## config.mk

```make
export PLATFORM = sky130hd
export DESIGN_NAME = opcode_stream_deserializer
export DESIGN_NICKNAME = d
export VERILOG_FILES = /design/src/rtl/gpu_pkg.sv /design/src/rtl/sync_fifo.sv /design/src/rtl/opcode_stream_deserializer.sv
export SDC_FILE = /design/constraint.sdc
export NUM_CORES = 1
export LEC_CHECK = 0
export CORE_ASPECT_RATIO = 1.2
export CORE_MARGIN = 2
export CORE_UTILIZATION = 60
export DETAILED_ROUTE_END_ITERATION = 6
export PLACE_DENSITY = 0.95
export SLEW_MARGIN = 25
export SYNTH_ARGS = -nofsm -noshare
export SYNTH_HDL_FRONTEND = slang
export SYNTH_SLANG_ARGS = --single-unit
```

## constraint.sdc

```tcl
create_clock -name clk -period 6.6 [get_ports clk]
set_clock_uncertainty 0.15 [all_clocks]
set_input_delay 1.32 -clock clk [delete_from_list [all_inputs] [get_ports clk]]
set_output_delay 1.32 -clock clk [all_outputs]
set_load 0.05 [all_outputs]
```

## src/rtl/gpu_pkg.sv

```systemverilog
// Shared constants and elaboration-time helpers for the GPU opcode front end.
// Imported by the opcode deserializer and by its FIFO.
package gpu_pkg;

    localparam int DEFAULT_IN_W     = 8;
    localparam int DEFAULT_OPCODE_W = 16;
    localparam int DEFAULT_DEPTH    = 4;

    // Ceiling log2, usable in parameter and port-width expressions.
    function automatic int clog2(input int value);
        int result;
        result = 0;
        while ((1 << result) < value) begin
            result = result + 1;
        end
        return result;
    endfunction

    function automatic int beats_per_opcode(input int opcode_w, input int in_w);
        return opcode_w / in_w;
    endfunction

endpackage

```

## src/rtl/sync_fifo.sv

```systemverilog
// First-word-fall-through FIFO with a fill level.
// A push into a full FIFO only succeeds when a pop happens in the same cycle.
module sync_fifo
    import gpu_pkg::*;
#(
    parameter int DATA_W = 16,
    parameter int DEPTH  = 4
) (
    input  logic                          clk,
    input  logic                          rst,
    input  logic                          push,
    input  logic [DATA_W-1:0]             wr_data,
    input  logic                          pop,
    output logic [DATA_W-1:0]             rd_data,
    output logic                          rd_valid,
    output logic [clog2(DEPTH+1)-1:0]     level,
    output logic                          full
);

    localparam int PTR_W = (DEPTH > 1) ? clog2(DEPTH) : 1;
    localparam int LVL_W = clog2(DEPTH + 1);

    logic [DATA_W-1:0] mem [DEPTH];
    logic [PTR_W-1:0]  wr_ptr;
    logic [PTR_W-1:0]  rd_ptr;
    logic [LVL_W-1:0]  count;
    logic              empty;
    logic              do_push;
    logic              do_pop;

    assign empty   = (count == '0);
    assign full    = (count == LVL_W'(DEPTH));
    assign do_pop  = pop && !empty;
    assign do_push = push && (!full || do_pop);

    // Power-of-two depth lets the pointers wrap naturally.
    always_ff @(posedge clk or posedge rst) begin
        if (rst) begin
            wr_ptr <= '0;
            rd_ptr <= '0;
            count  <= '0;
        end else begin
            if (do_push) begin
                wr_ptr <= wr_ptr + PTR_W'(1);
            end
            if (do_pop) begin
                rd_ptr <= rd_ptr + PTR_W'(1);
            end
            if (do_push && !do_pop) begin
                count <= count + LVL_W'(1);
            end else if (do_pop && !do_push) begin
                count <= count - LVL_W'(1);
            end
        end
    end

    always_ff @(posedge clk) begin
        if (do_push) begin
            mem[wr_ptr] <= wr_data;
        end
    end

    assign rd_valid = !empty;
    assign rd_data  = empty ? '0 : mem[rd_ptr];
    assign level    = count;

endmodule

```

## src/rtl/opcode_stream_deserializer.sv

```systemverilog
// Assembles narrow input beats into opcodes and queues them for the core array.
// Supports re-sync, selectable beat order and sticky overflow reporting.
module opcode_stream_deserializer
    import gpu_pkg::*;
#(
    parameter int IN_W      = DEFAULT_IN_W,
    parameter int OPCODE_W  = DEFAULT_OPCODE_W,
    parameter int DEPTH     = DEFAULT_DEPTH,
    parameter bit MSB_FIRST = 1'b1
) (
    input  logic                          clk,
    input  logic                          rst,
    input  logic                          in_valid,
    input  logic [IN_W-1:0]               in_data,
    input  logic                          sync,
    input  logic                          clear_err,
    output logic [OPCODE_W-1:0]           op_data,
    output logic                          op_valid,
    input  logic                          op_ready,
    output logic [clog2(DEPTH+1)-1:0]     level,
    output logic                          partial,
    output logic                          overflow
);

    localparam int BEATS = beats_per_opcode(OPCODE_W, IN_W);
    localparam int CNT_W = clog2(BEATS);
    localparam logic [CNT_W-1:0] LAST_BEAT = CNT_W'(BEATS - 1);

    logic [CNT_W-1:0]    beat_cnt;
    logic [CNT_W-1:0]    eff_cnt;
    logic [OPCODE_W-1:0] asm_reg;
    logic [OPCODE_W-1:0] base_word;
    logic [OPCODE_W-1:0] next_word;
    logic                word_done;
    logic                fifo_full;
    logic                fifo_pop;
    logic                drop;

    // A sync in the same cycle as a beat makes that beat the first of a fresh opcode.
    assign eff_cnt   = sync ? '0 : beat_cnt;
    assign base_word = sync ? '0 : asm_reg;

    generate
        if (MSB_FIRST) begin : g_msb_first
            assign next_word = (base_word << IN_W) | OPCODE_W'(in_data);
        end else begin : g_lsb_first
            always_comb begin
                next_word = base_word;
                next_word[int'(eff_cnt)*IN_W +: IN_W] = in_data;
            end
        end
    endgenerate

    assign word_done = in_valid && (eff_cnt == LAST_BEAT);
    assign fifo_pop  = op_valid && op_ready;
    assign drop      = word_done && fifo_full && !fifo_pop;

    // Beat counter and assembly register; a drop outranks clear_err.
    always_ff @(posedge clk or posedge rst) begin
        if (rst) begin
            beat_cnt <= '0;
            asm_reg  <= '0;
            overflow <= 1'b0;
        end else begin
            if (in_valid) begin
                asm_reg  <= next_word;
                beat_cnt <= word_done ? '0 : eff_cnt + CNT_W'(1);
            end else if (sync) begin
                beat_cnt <= '0;
            end
            if (drop) begin
                overflow <= 1'b1;
            end else if (clear_err) begin
                overflow <= 1'b0;
            end
        end
    end

    assign partial = (beat_cnt != '0);

    sync_fifo #(
        .DATA_W (OPCODE_W),
        .DEPTH  (DEPTH)
    ) u_fifo (
        .clk      (clk),
        .rst      (rst),
        .push     (word_done),
        .wr_data  (next_word),
        .pop      (op_ready),
        .rd_data  (op_data),
        .rd_valid (op_valid),
        .level    (level),
        .full     (fifo_full)
    );

endmodule
```

Word-level counts from Yosys, hierarchy flattened
Memories as Yosys holds them, arrays and structs flattened. Index checks and enable logic that the tools add are counted.

Register bits after elaboration: 17. Latch bits: 0. Memory bits (writable): 64. ROM bits: 0. Input port bits: 14. Output and inout port bits: 22. Word-level logic and storage cells: 40. Memories: 1.

Memory list: u_fifo.mem (words 4, bits a word 16, read ports 1, clocked after Yosys merged registers in 0, wr ports 1, RTL line sync_fifo.sv:23) `logic [DATA_W-1:0] mem [DEPTH];`.

Add/sub/neg operators: 5. Multipliers: 0. Div/mod/pow operators: 0. Magnitude comparators: 0. Equal/unequal tests: 1. Shift-type cells: 0. Multiplexer cells: 11. Bitwise gates (word level): 1. Reduce and logical (&&, ||, !) cells: 15.

Operators with widths (number): $mux W16 (1); $or A16 B8 Y16 (1); $mux W8 (1); $logic_and A1 B1 Y1 (7); $mux W1 (7); $mux W3 (2); $add A2 B1 Y2 const B (2); $logic_not A1 Y1 (4); $reduce_bool A2 Y1 (2); $add A3 B1 Y3 const B (1); $eq A3 B3 Y1 const B (1); $logic_not A3 Y1 (1); $sub A3 B1 Y3 const B (1); $add A1 B1 Y1 const B (1); $logic_or A1 B1 Y1 (1).

Logic depth before layout (Yosys ltp)
Depth after elaboration: 9. Gate-level depth with buffers: 10. Mapped depth without buffers: 9.

Modules after synthesis
From an unflattened synthesis, not the netlist that was laid out.

Cell total of the unflattened synthesis: 171. Area, all modules: 3348.2 µm².

By module, submodules not included: sync_fifo (times used 1, cells each 138, area an instance 2876.5 µm², seq. area each 2097.0 µm²); opcode_stream_deserializer (times used 1, cells each 33, area an instance 471.7 µm², seq. area each 250.2 µm²).

Worst setup path after synthesis
OpenSTA, ideal clock, no wires.

Path kind: reg-to-output. Start point: reg u_fifo.count[0] (netlist: u_fifo.level[0]). End point: out op_data[10]. Arrival: 1.902 ns. Required time: 5.130 ns. Slack: 3.228 ns. Stages on the path, launching flop included: 5. Path buffers: 2. Cells stage by stage: dfrtp_1 or3_1 clkbuf_1 buf_2 and2_1.

Longest elaborated chain between the ends: 2.

RTL lines: start, declared (RTL line sync_fifo.sv:26) `logic [LVL_W-1:0] count;`; start signal, assigned (RTL line sync_fifo.sv:50) `count <= count + LVL_W'(1);`; start signal, assigned (RTL line sync_fifo.sv:52) `count <= count - LVL_W'(1);`; $logic_not A3 Y1 (RTL line sync_fifo.sv:31) `assign empty = (count == '0);`; $mux W16 (RTL line sync_fifo.sv:64) `assign rd_data = empty ? '0 : mem[rd_ptr];`; end, declared (RTL line opcode_stream_deserializer.sv:17) `output logic [OPCODE_W-1:0] op_data,`.

Every way passes these cells.

Final worst setup path
Start point: reg u_fifo.rd_ptr[0]. End point: out op_data[3].

Longest elaborated chain between the ends: 2.

RTL lines: start, declared (RTL line sync_fifo.sv:25) `logic [PTR_W-1:0] rd_ptr;`; start signal, assigned (RTL line sync_fifo.sv:47) `rd_ptr <= rd_ptr + PTR_W'(1);`; $mem_v2 Z4 W16; $mux W16 (RTL line sync_fifo.sv:64).

Every way passes these cells.

==> impl_metrics.yaml <==
place:
  io_buffers: 35
  dp_cells: 259
  place_hpwl_um: 3600
  post-place-ws_ns: 2.31
  place.gp.congestion: 0.750
sta:
  worst_pin_slew_ns: 0.891
  final.min_clock_period_ns: 4.02
  max_freq_mhz: 249
  fin_crit_sh_pct: 60.9
  drv_slew: 0
  hold_violations: 0
  rsz0062_at_grt: "no"
  tns_ns: 0
  finalWorstSetupSlack_ns: 2.58
  maxSlewHeadroom_pct: 40.6
  fin_hold_ws_ns: 0.362
  setup_viol: 0
floorplan:
  rows: 29
  die_h_um: 85.4
  core-area_sq_mm: 0.00530
  start_util_pct: 62.5
  dieArea_sq_mm: 0.00613
  num_io_pins: 36
  die_x_um: 71.8
global_route:
  gr-total-overflow: 0
  grt_start_max_net_pins: 20
  grtUsageTotal_pct: 20.1
  grt_pass1_wl_um: 8760
  antenna_found_initial: 0
  grt_pass1_vias: 1672
flow_run:
  maxCapViolCount: 0
final_layout:
  layout-drive-gt1-share_pct: 15.0
  fin_nets: 229
  nFillCells: 318
  area_growth_syn_to_layout_pct: 16.0
  largest_reg_flops: 64
  antenna_cells: 0
  instances_no_fill: 275
yosys:
  ys_types: 23
  post_synth_instance_area_sq_mm: 0.00331
  synth_largest_area_cell: "edfxtp_1"
  ys_seq_elements: 81
  synthCells: 170
  yosysMostFrequentCell: "edfxtp_1"
  synth-edff-count: 64
  synth.avg_cell_area_sq_um: 19.5
  synth_common_cells: "64 x edfxtp_1, 20 x and2_1, 17 x dfrtp_1, 10 x nor2b_1, 9 x mux2_2"
  seq_area_frac_synth_pct: 70.9
  synth_area_leaders: "edfxtp_1 58%, dfrtp_1 13%, mux4_1 6.4%"
  synth_top_area_share_pct: 58.1
  async_flop_share_pct: 21.0
  synth_nets: 191
  yosysWarnings: 0
  synth-main-ff-cell: "edfxtp_1"
setup_path:
  slowest_delay_ns: 0.71
  r2r_end: "u_fifo.level[2]"
  r2r_slack_ns: 3.91
  setup.worst_path.class: "flip-flop to output pin"
  crit_path_top_delay_cell: "dfrtp_2"
  path_delay_family: "flip-flops"
  critPathCaptureType: "output pin"
  path_cells: "mux4_1 > and2_1 > clkdlybuf4s50_1"
  worst-path-buf-inv: 1
  critPathRequiredTime_ns: 5.13
  reg2regPathDepth: 8
  critical_path.max_fanout: 18
  worstSetupStartpointType: "flip-flop"
  arrival_ns: 2.55
  worst-path-stages: 3
  r2r_start: "u_fifo.level[0]"
power_and_ir_drop:
  p_clk_share_pct: 17.8
  netSwitchingPower_uw: 649
  pwr-share-comb_pct: 41.9
  seq_power_share_pct: 40.3
  swShare_pct: 38.2
  leakage_uw: 0.00135
  ir_drop_v: 0.000326
  intPower_uw: 1050
  power_density_mw_per_mm2: 442
route:
  via_count: 1566
  drt_iter0_drc: 86
  viasPerCell: 5.69
  postRouteAntennaNets: 0
  wl_per_cell_um: 19.6
  wl_um: 5400
  drcViolationCount: 0
  firstDrtPassIters: 4
min_path:
  hold_path.class: "flip-flop to flip-flop"
  hold_path.startpoint: "asm_reg[0]"
  min_to: "asm_reg[0]"
  whs_path_depth: 1
cts:
  path_clk_slew_ns: 0.07
  clock_sinks: 81
  cts_root_buf: "clkbuf_8"
  clk-insertion-delay-late_ns: 0.34
  cts_buffer_depth: 2
  cts_setup_buffers: 0
  cts_resized: 0
  cts_tree: "yes"
  ctsHtreeMaxLevel: 3
  cts_buffers: 9
  cts_hold_buf: 0
run_status:
  status: "finished, final reports clean"
-- worst max path at each step --
stage / slack, ns / startpoint / endpoint
5_1_grt: 2.48 / u_fifo.rd_ptr[0] / op_data[0]
3_3_place_gp: 2.50 / in_valid / u_fifo.level[2]
4_1_cts: 2.21 / u_fifo.rd_ptr[0] / op_data[0]
3_5_place_dp: 2.31 / in_valid / u_fifo.level[2]
2_1_floorplan: 3.23 / u_fifo.level[0] / op_data[10]
6_report: 2.58 / u_fifo.rd_ptr[0] / op_data[3]
-- cell type report --
class                           count  area [sq um]  share of cell area [%]
Sequential cell                    81          2350                    61.2
Multi-Input combinational cell     76           878                    22.9
Timing Repair Buffer               35           350                    9.12
Clock buffer                       13           149                    3.88
Tap cell                           62          77.6                    2.02
Inverter                            5          18.8                   0.489
Clock inverter                      3          17.5                   0.456
-- per-stage QoR --
step / area [sq um] / util, % / power (uW)
after detailed placement: 3670 / 69.3 / 1420
final: 3840 / 72.5 / 1700
after CTS: 3840 / 72.5 / 1710
after global routing: 3840 / 72.5 / 1770
after floorplan: 3310 / - / 1220
after global placement: 3670 / 69.3 / 1400
-- cells by family (layout without fill, tap and decap cells) --
logic type	Yosys count	count (layout)	share of synthesized area (%)
AO/OA/AOI/OAI	1	1	0.151
adder cells (fa/ha/maj)	7	7	2.87
flip-flops	81	81	70.9
AND/OR/NAND/NOR	36	36	6.62
buffers and inverters	13	56	2.53
multiplexers	26	26	15.3
XOR/XNOR	6	6	1.59
-- routing by layer --
| layer | track usage, % | routed length, um |
|---|---|---|
| met2 | 33.2 | 2850 |
| met3 | 3.33 | 229 |
| met4 | 10.8 | 76 |
| met1 | 25.6 | 2240 |
| met5 | 0 | 0 |
-- power by group through the flow --
stage | Sequential (uW) | Combinational [uW] | Clock (uW)
6_report | 685 | 712 | 302
3_5_place_dp | 698 | 719 | 0
3_3_place_gp | 695 | 705 | 0
5_1_grt | 696 | 749 | 326
4_1_cts | 688 | 720 | 306
2_1_floorplan | 678 | 539 | 0
-- layout by cell type (no fill, tap or decap), types with 2 or more instances in the layout --
| cell | instances |
|---|---|
| nand2_1 | 2 |
| clkbuf_1 | 3 |
| inv_1 | 5 |
| mux2_2 | 9 |
| nor2b_1 | 10 |
| mux4_1 | 8 |
| edfxtp_1 | 64 |
| mux4_2 | 8 |
| ha_1 | 6 |
| clkdlybuf4s50_1 | 35 |
| and2_1 | 20 |
| clkbuf_8 | 10 |
| clkinv_2 | 2 |
| xor2_1 | 2 |
| xnor2_1 | 4 |
| dfrtp_1 | 16 |
(Power assumes the default switching activity.)
